File: src/rtl/branch_gshare_if.sv
// branch_gshare_if: prediction and update signals of the gshare predictor.
//   master : fetch / branch unit side (drives requests and updates, receives predictions)
//   slave  : predictor side
//   pred_valid, pred_pc        -> prediction request
//   pred_taken, pred_ctr,
//   pred_ghr                   <- same-cycle prediction and the history snapshot it used
//   upd_valid, upd_pc, upd_ghr,
//   upd_taken, upd_mispredict  -> resolved-branch update
interface branch_gshare_if #(
  parameter int PC_W  = 32,
  parameter int GHR_W = 8
);
  logic             pred_valid;
  logic [PC_W-1:0]  pred_pc;
  logic             pred_taken;
  logic [1:0]       pred_ctr;
  logic [GHR_W-1:0] pred_ghr;
  logic             upd_valid;
  logic [PC_W-1:0]  upd_pc;
  logic [GHR_W-1:0] upd_ghr;
  logic             upd_taken;
  logic             upd_mispredict;

  modport master (
    output pred_valid, pred_pc, upd_valid, upd_pc, upd_ghr, upd_taken, upd_mispredict,
    input  pred_taken, pred_ctr, pred_ghr
  );

  modport slave (
    input  pred_valid, pred_pc, upd_valid, upd_pc, upd_ghr, upd_taken, upd_mispredict,
    output pred_taken, pred_ctr, pred_ghr
  );
endinterface

File: src/rtl/branch_gshare.sv
// branch_gshare: gshare direction predictor. A folded PC XOR global history
// indexes a table of 2-bit saturating counters. After reset the table is swept
// to CTR_INIT, one entry per cycle, before ready rises.
//   clk, reset    : clock, synchronous active-high reset
//   ready         : high once the init sweep completes
//   bus (slave)   : prediction port (combinational) and commit-time update port
//   stat_mispred  : saturating count of mispredicted updates
module branch_gshare #(
  parameter int          PC_W      = 32,
  parameter int          GHR_W     = 8,
  parameter int          PHT_IDX_W = 8,
  parameter logic [1:0]  CTR_INIT  = 2'b01,
  parameter int          STAT_W    = 16
) (
  input  logic              clk,
  input  logic              reset,
  output logic              ready,
  branch_gshare_if.slave    bus,
  output logic [STAT_W-1:0] stat_mispred
);

  localparam int unsigned DEPTH  = 2 ** PHT_IDX_W;
  localparam int unsigned NCHUNK = (PC_W - 2 + PHT_IDX_W - 1) / PHT_IDX_W;

  localparam logic [0:0] ST_INIT  = 1'b0;
  localparam logic [0:0] ST_READY = 1'b1;

  logic [0:0]           state;
  logic [PHT_IDX_W-1:0] ptr;
  logic [GHR_W-1:0]     ghr;
  logic [1:0]           pht [DEPTH];

  logic [PHT_IDX_W-1:0] pred_idx;
  logic [PHT_IDX_W-1:0] upd_idx;
  logic [1:0]           rd_ctr;
  logic [1:0]           upd_old;
  logic [1:0]           upd_new;
  logic                 taken_int;

  // XOR of PC[PC_W-1:2] in PHT_IDX_W-bit chunks from the LSB, last chunk zero-padded
  function automatic logic [PHT_IDX_W-1:0] fold(input logic [PC_W-3:0] pcw);
    logic [NCHUNK*PHT_IDX_W-1:0] ext;
    logic [PHT_IDX_W-1:0]        acc;
    ext = '0;
    ext[PC_W-3:0] = pcw;
    acc = '0;
    for (int unsigned i = 0; i < NCHUNK; i++) acc ^= ext[i*PHT_IDX_W +: PHT_IDX_W];
    return acc;
  endfunction

  function automatic logic [PHT_IDX_W-1:0] hist_ext(input logic [GHR_W-1:0] h);
    logic [PHT_IDX_W-1:0] r;
    r = '0;
    r[GHR_W-1:0] = h;
    return r;
  endfunction

  assign ready    = (state == ST_READY);
  assign pred_idx = fold(bus.pred_pc[PC_W-1:2]) ^ hist_ext(ghr);
  assign upd_idx  = fold(bus.upd_pc[PC_W-1:2]) ^ hist_ext(bus.upd_ghr);

  // PC byte-offset bits take no part in the hash
  logic unused_pc_lsb;
  assign unused_pc_lsb = ^{bus.pred_pc[1:0], bus.upd_pc[1:0]};

  always_comb begin
    rd_ctr       = pht[pred_idx];
    taken_int    = 1'b0;
    bus.pred_ctr = '0;
    bus.pred_ghr = '0;
    if (ready) begin
      bus.pred_ctr = rd_ctr;
      bus.pred_ghr = ghr;
      taken_int    = rd_ctr[1];
    end
    bus.pred_taken = taken_int;
  end

  always_comb begin
    upd_old = pht[upd_idx];
    upd_new = upd_old;
    if (bus.upd_taken) begin
      if (upd_old != 2'b11) upd_new = upd_old + 2'b01;
    end else begin
      if (upd_old != 2'b00) upd_new = upd_old - 2'b01;
    end
  end

  // Single write port: sweep owns it in INIT, updates own it in READY
  always_ff @(posedge clk) begin
    if (!reset) begin
      if (state == ST_INIT) pht[ptr] <= CTR_INIT;
      else if (bus.upd_valid) pht[upd_idx] <= upd_new;
    end
  end

  always_ff @(posedge clk) begin
    if (reset) begin
      state        <= ST_INIT;
      ptr          <= '0;
      ghr          <= '0;
      stat_mispred <= '0;
    end else begin
      case (state)
        ST_INIT: begin
          ptr <= ptr + 1'b1;
          if (ptr == '1) state <= ST_READY;
        end
        default: begin
          // Mispredict recovery takes priority over a same-cycle speculative shift
          if (bus.upd_valid && bus.upd_mispredict)
            ghr <= {bus.upd_ghr[GHR_W-2:0], bus.upd_taken};
          else if (bus.pred_valid)
            ghr <= {ghr[GHR_W-2:0], taken_int};
          if (bus.upd_valid && bus.upd_mispredict && (stat_mispred != '1))
            stat_mispred <= stat_mispred + 1'b1;
        end
      endcase
    end
  end

endmodule

File: src/flat_wrapper.sv
// flat-port wrapper written by rule: the top's interface ports become plain ports
module branch_gshare_flat 
#(
  parameter int          PC_W      = 32,
  parameter int          GHR_W     = 8,
  parameter int          PHT_IDX_W = 8,
  parameter logic [1:0]  CTR_INIT  = 2'b01,
  parameter int          STAT_W    = 16
)
  (clk, reset, ready, stat_mispred, bus_pred_valid, bus_pred_pc, bus_upd_valid, bus_upd_pc, bus_upd_ghr, bus_upd_taken, bus_upd_mispredict, bus_pred_taken, bus_pred_ctr, bus_pred_ghr);
  branch_gshare_if #(.PC_W(PC_W), .GHR_W(GHR_W)) bus_i ();
  input  logic clk;
  input  logic reset;
  output logic ready;
  output logic [STAT_W-1:0] stat_mispred;
  input wire logic [$bits(bus_i.pred_valid)-1:0] bus_pred_valid;
  input wire logic [$bits(bus_i.pred_pc)-1:0] bus_pred_pc;
  input wire logic [$bits(bus_i.upd_valid)-1:0] bus_upd_valid;
  input wire logic [$bits(bus_i.upd_pc)-1:0] bus_upd_pc;
  input wire logic [$bits(bus_i.upd_ghr)-1:0] bus_upd_ghr;
  input wire logic [$bits(bus_i.upd_taken)-1:0] bus_upd_taken;
  input wire logic [$bits(bus_i.upd_mispredict)-1:0] bus_upd_mispredict;
  output wire logic [$bits(bus_i.pred_taken)-1:0] bus_pred_taken;
  output wire logic [$bits(bus_i.pred_ctr)-1:0] bus_pred_ctr;
  output wire logic [$bits(bus_i.pred_ghr)-1:0] bus_pred_ghr;
  assign bus_i.pred_valid = bus_pred_valid;
  assign bus_i.pred_pc = bus_pred_pc;
  assign bus_i.upd_valid = bus_upd_valid;
  assign bus_i.upd_pc = bus_upd_pc;
  assign bus_i.upd_ghr = bus_upd_ghr;
  assign bus_i.upd_taken = bus_upd_taken;
  assign bus_i.upd_mispredict = bus_upd_mispredict;
  assign bus_pred_taken = bus_i.pred_taken;
  assign bus_pred_ctr = bus_i.pred_ctr;
  assign bus_pred_ghr = bus_i.pred_ghr;
  branch_gshare #(.PC_W(PC_W), .GHR_W(GHR_W), .PHT_IDX_W(PHT_IDX_W), .CTR_INIT(CTR_INIT), .STAT_W(STAT_W)) u_core (.clk(clk), .reset(reset), .ready(ready), .bus(bus_i), .stat_mispred(stat_mispred));
endmodule
File: config.mk
export PLATFORM = sky130hd
export DESIGN_NAME = branch_gshare_flat
export DESIGN_NICKNAME = d
export VERILOG_FILES = /design/src/rtl/branch_gshare_if.sv /design/src/rtl/branch_gshare.sv /design/src/flat_wrapper.sv
export SDC_FILE = /design/constraint.sdc
export NUM_CORES = 1
export LEC_CHECK = 0
export BUFFER_PORTS_ARGS = -buffer_cell sky130_fd_sc_hd__buf_2
export CAP_MARGIN = 20
export CORE_UTILIZATION = 45
export CTS_BUF_LIST = sky130_fd_sc_hd__clkbuf_4 sky130_fd_sc_hd__clkbuf_8
export CTS_CLUSTER_SIZE = 20
export DETAILED_ROUTE_END_ITERATION = 7
export GPL_TIMING_DRIVEN = 0
export PLACE_DENSITY = 0.6
export REMOVE_ABC_BUFFERS = 1
export SYNTH_ARGS = -nofsm -noshare
export SYNTH_HDL_FRONTEND = slang
export SYNTH_SLANG_ARGS = --single-unit
File: constraint.sdc
create_clock -name clk -period 12.61 [get_ports clk]
set_input_delay 1.8915 -clock clk [delete_from_list [all_inputs] [get_ports clk]]
set_output_delay 1.8915 -clock clk [all_outputs]
set_load 0.01 [all_outputs]
### Word level (Yosys, flattened, before mapping)

Memory sizes are Yosys's and may differ from the RTL's.
Cells that the tools add are included.

* add/subtract/negate cells: 4
* equal/unequal tests: 3
* mux-type cells: 20
* bitwise logic cells: 8
* reduce and logical (&&, ||, !) cells: 7

Operators by type and width (count)
* 8-bit bitwise XOR: 6
* 8-bit 2-to-1 mux: 4
* 16-bit by 1-bit adder with 16-bit output, second input constant: 1
* 16-bit inequality test, second input constant: 1
* 8-bit by 6-bit bitwise XOR with 8-bit output: 2
* 1-bit 2-to-1 mux: 11
* 2-bit 2-to-1 mux: 5
* 8-bit by 1-bit adder with 8-bit output, second input constant: 1
* 8-bit equality test, second input constant: 1
* 2-bit AND reduction: 2
* 2-bit nonzero test: 2
* 2-bit by 1-bit adder with 2-bit output, second input constant: 1
* 1-bit logical AND: 2
* 2-bit inequality test, second input constant: 1
* 2-bit OR reduction: 1
* 2-bit by 1-bit subtractor with 2-bit output, second input constant: 1

* flip-flop bits (word level): 33
* memory bits (writable): 512
* input bits: 78
* output and inout port bits: 28
* word-level logic and storage cells: 47
* memories kept: 1

Memory list
* u_core.pht: words 256, bits a word 2, rd ports 2, clocked after Yosys merged registers in 0, wr ports 1, line branch_gshare.sv:31 `logic [1:0] pht [DEPTH];`

### Logic depth before layout (Yosys ltp)

An unclocked memory read counts as a cell.

* depth after elaboration: 9
* gate-level depth with buffers: 14
* depth with buffers taken out: 11

### Worst setup path after synthesis

OpenSTA, ideal clock, no wires.

* path type: input-to-reg
* start point: input port bus_upd_ghr[0]
* end point: memory u_core.pht[0][0] (data pin)
* setup time: 1.503 ns
* data arrival time: 10.791 ns
* required time: 11.107 ns
* slack: 0.316 ns
* stages: 12
* path through: xnor3_2 -> xnor2_4 -> buf_6 -> buf_6 -> mux4_2 -> nand2_1 -> nand3_1 -> a211oi_1 -> nand3_1 -> o32ai_4 -> a21oi_1 -> o21bai_1

* cells in the longest elaborated chain, start to end: 6

RTL lines
* start, declared: line flat_wrapper.sv:20 `input wire logic [$bits(bus_i.upd_ghr)-1:0] bus_upd_ghr;`
* 8-bit bitwise XOR *: line branch_gshare.sv:60 `assign upd_idx = fold(bus.upd_pc[PC_W-1:2]) ^ hist_ext(bus.upd_ghr);`
* memory read 256 x 2 bit *
* 2-bit by 1-bit subtractor with 2-bit output (tied with other cells): line branch_gshare.sv:85 `if (upd_old != 2'b00) upd_new = upd_old - 2'b01;`
* 2-bit 2-to-1 mux (on tied branches): line branch_gshare.sv:85, branch_gshare.sv:83
* 2-bit 2-to-1 mux *: line branch_gshare.sv:82 `if (bus.upd_taken) begin`
* 2-bit 2-to-1 mux (no line) *
* end, declared: line branch_gshare.sv:31

Mark *: on every way between the ends. The rest lies on a longest branch, timed or not.

### Worst setup path after layout

* start point: input port bus_pred_pc[26]
* end point: output port bus_pred_ctr[0]

* cells in the longest elaborated chain, start to end: 4

RTL lines
* start, declared: line flat_wrapper.sv:17 `input wire logic [$bits(bus_i.pred_pc)-1:0] bus_pred_pc;`
* 8-bit by 6-bit bitwise XOR with 8-bit output: line branch_gshare.sv:47 `for (int unsigned i = 0; i < NCHUNK; i++) acc ^= ext[i*PHT_IDX_W +: PHT_IDX_W];`
* 8-bit bitwise XOR: line branch_gshare.sv:59 `assign pred_idx = fold(bus.pred_pc[PC_W-1:2]) ^ hist_ext(ghr);`
* memory read 256 x 2 bit
* 2-bit 2-to-1 mux: line branch_gshare.sv:71 `if (ready) begin`
* end, declared: line flat_wrapper.sv:24 `output wire logic [$bits(bus_i.pred_ctr)-1:0] bus_pred_ctr;`

Every way passes these cells.

==> metrics <==
status complete, no violations; area share of the largest cell type after synthesis 54.6%; RePlAce Congestion 0.862; final setup vio count 0; ratio of cells with drive above 1 in the final layout 23.8%; vias in the first global route 19,500; Iter 0 DRT Violations 2,867; hold depth 2; gr usage total 28.6%; Crit Path Max Fanout 35; element type at the critical path end output port; clock-pin slew on the worst setup and hold paths 0.06 ns; largest family of logic cells by synthesized area multiplexers; Worst-Margin Slew 1.31 ns; Post-synth top flop edfxtp_1; clock latency on the worst-skew pair 0.72 ns; worst flop-to-flop path endpoint u_core.pht[226][0]; initial core utilization 45.6%; Longest Clk Path Bufs 3; Die X 252 um; fin util 52.4%; number of synthesized flops with an enable pin 512; WL/cell 28.9 um; worst rel slew slack 12.2%; critical path type in2out; Final nets 2,302; Congestion Overflow GR 0; Compound-Gate Fraction of Synth Area 5.49%; DP Area 30,500 um^2; Post-Synth Adder-Cell Area 0.129%; cts bufs inserted 93; Post-Synth XOR/XNOR Area 3.08%; power per standard cell area 150 nW/um^2; Hold Crit Class reg2reg; Simple-Gate Fraction of Synth Area 12.1%; CTS tree yes; area grow syn2layout 15.1%; total power 4.88 mW; RSZ-0062 raised after global routing no; number of H-tree levels 3; drt drc 0; height of the die 252 um; Fin. Hold Viols 0; RR Startpoint u_core.ready; Area contributors post-synth edfxtp_1, mux4_2, nor2_1; post-synth top area cell edfxtp_1; hold_buf cts 0; Clock Sink Count 545; ANT nets after route 0; Lkg Pwr 11.7 nW; clock skew 0.0440 ns; synthesized area 28,200 um^2; I/O Buffers 101; routed vias 20,000; Max Cap Violations 0; antenna violations before repair 2; Syn Inst Count 2,101; flops & latches, synth 545; Seq/Total Area, Yosys 56.9%; largest net degree at the start of global routing 61; synth unique cells 76; pre-CTS setup slack 4.70 ns; Final Cycle Share 63.4%; flop2flop setup slack 8.12 ns; pins over their slew limit 0; post-DR vias/cell 6.37; Peak VDD IR 0.0787 mV; mean area per synthesized cell 13.4 um^2; Async SR Flop Fraction 0%; IO Count 106; Core Region 61,800 um^2; placed wire-length estimate 61,300 um; Die ar. 63,600 um^2; Pre-antenna DRT Iters 6; Worst Min Path Start u_core.stat_mispred[13]; WP data required 10.72 ns; Rows 91; CP arrival 6.10 ns; Fin Hold WS 0.506 ns; design area 32,400 um^2; global-route wire length before repair 131,000 um; root buffer cell clkbuf_8; CP Launch Type input port; worst hold endpoint u_core.stat_mispred[13]; min Tclk post-route 8.00 ns; mux share of post-synthesis cell area 19.2%; number of gates resized after CTS 0; Max Clk Rate 125 MHz; Yosys Warn Count 0; R2R cell count 5; final setup margin 4.61 ns; Detailed Route WL 90,600 um; Post-CTS Repair Setup Buffers 0
-- worst max-delay path: stages --
cell and delay, ns:
buf_2 0.13, xnor2_1 0.14, xnor3_4 0.92, buf_16 0.33, buf_16 0.29, mux4_2 0.58
mux2_2 0.27, o211ai_1 0.37, nand3_1 0.13, a31oi_1 0.50, o22ai_1 0.21, buf_2 0.19
-- cell families after synthesis --
family	Yosys count
fa+ha+maj	3
buf+inv	154
flops	545
compound gates	211
xor+xnor	77
simple gates	808
mux	303
-- sequential cells by signal, indices dropped and copies added (netlist names) --
register and count:
u_core.ghr 8, u_core.pht 512, u_core.ptr 8, u_core.ready 1, u_core.stat_mispred 16
-- power breakdown --
group	total, mW	leakage (nW)	internal [mW]	switching [mW]
sequential	1.95	5.92	1.95	0.00192
clock	1.62	0.962	0.875	0.743
combinational	1.31	4.83	0.505	0.801
-- metrics by stage --
stage / TNS, ns / cells
finish: 0 / 3135
global placement: -6024.24 / 2890
floorplan: -513.66 / 1952
CTS: 0 / 3131
detailed placement: 0 / 2962
global route: 0 / 3135
-- Yosys cell counts (17+ instances only) --
master	number
nand2_1	280
nand3_1	94
xnor2_1	37
dfxtp_1	33
buf_2	37
o21ai_0	19
mux4_2	172
mux2i_1	109
clkbuf_1	62
a211oi_1	31
nor2b_1	24
a21oi_1	31
nor2_1	334
buf_4	23
xor2_1	26
a31oi_1	17
edfxtp_1	512
buf_6	18
-- area by class of cell --
cell class	count	area, um^2
clock inverters	44	317
inverters	5	18.8
diodes	2	5.00
flip-flops and latches	545	16000
well taps	837	1050
repair buffers	175	2000
fillers	5186	29400
clock buffers	125	1540
multi-input cells	1402	11500
-- cell usage in the layout, fill, tap and decap left out, drive strengths merged, types with 6 or more instances in the layout --
cell type	instances
edfxtp	512
nor2	335
nand2	280
mux4	185
buf	174
clkbuf	125
mux2i	109
nand3	94
xnor2	40
dfxtp	33
a21oi	32
clkinv	32
a211oi	31
xor2	29
nor2b	24
o21ai	23
a31oi	17
a311oi	16
o211ai	15
o22ai	15
nor3	15
and3	13
and2	11
a211o	10
nand4	10
mux2	9
clkinvlp	8
o31ai	7
nand3b	7
a221oi	6
a2111oi	6
xnor3	6
-- metal layers --
metal	up-vias	GRT usage (%)	share of wire [%]
met5	-	0	0
met4	0	11.2	4.1
met3	228	6.36	11
met2	1301	44.8	46
met1	10100	39.0	39
li1	8338	-	-
-- how the worst max path moves through the flow --
stage / start / endpoint / slack (ns) / depth (start not counted)
2_1_floorplan: bus_upd_ghr[0] / u_core.pht[0][0] / -2.01 / 10
5_1_grt: bus_pred_pc[26] / bus_pred_ctr[0] / 4.49 / 14
4_1_cts: bus_pred_pc[26] / bus_pred_ctr[0] / 4.69 / 12
3_5_place_dp: bus_pred_pc[26] / bus_pred_ctr[0] / 4.70 / 12
6_report: bus_pred_pc[26] / bus_pred_ctr[0] / 4.61 / 12
3_3_place_gp: bus_upd_ghr[2] / u_core.pht[152][0] / -14.81 / 11
No activity file was read; power rests on OpenSTA's default activity.
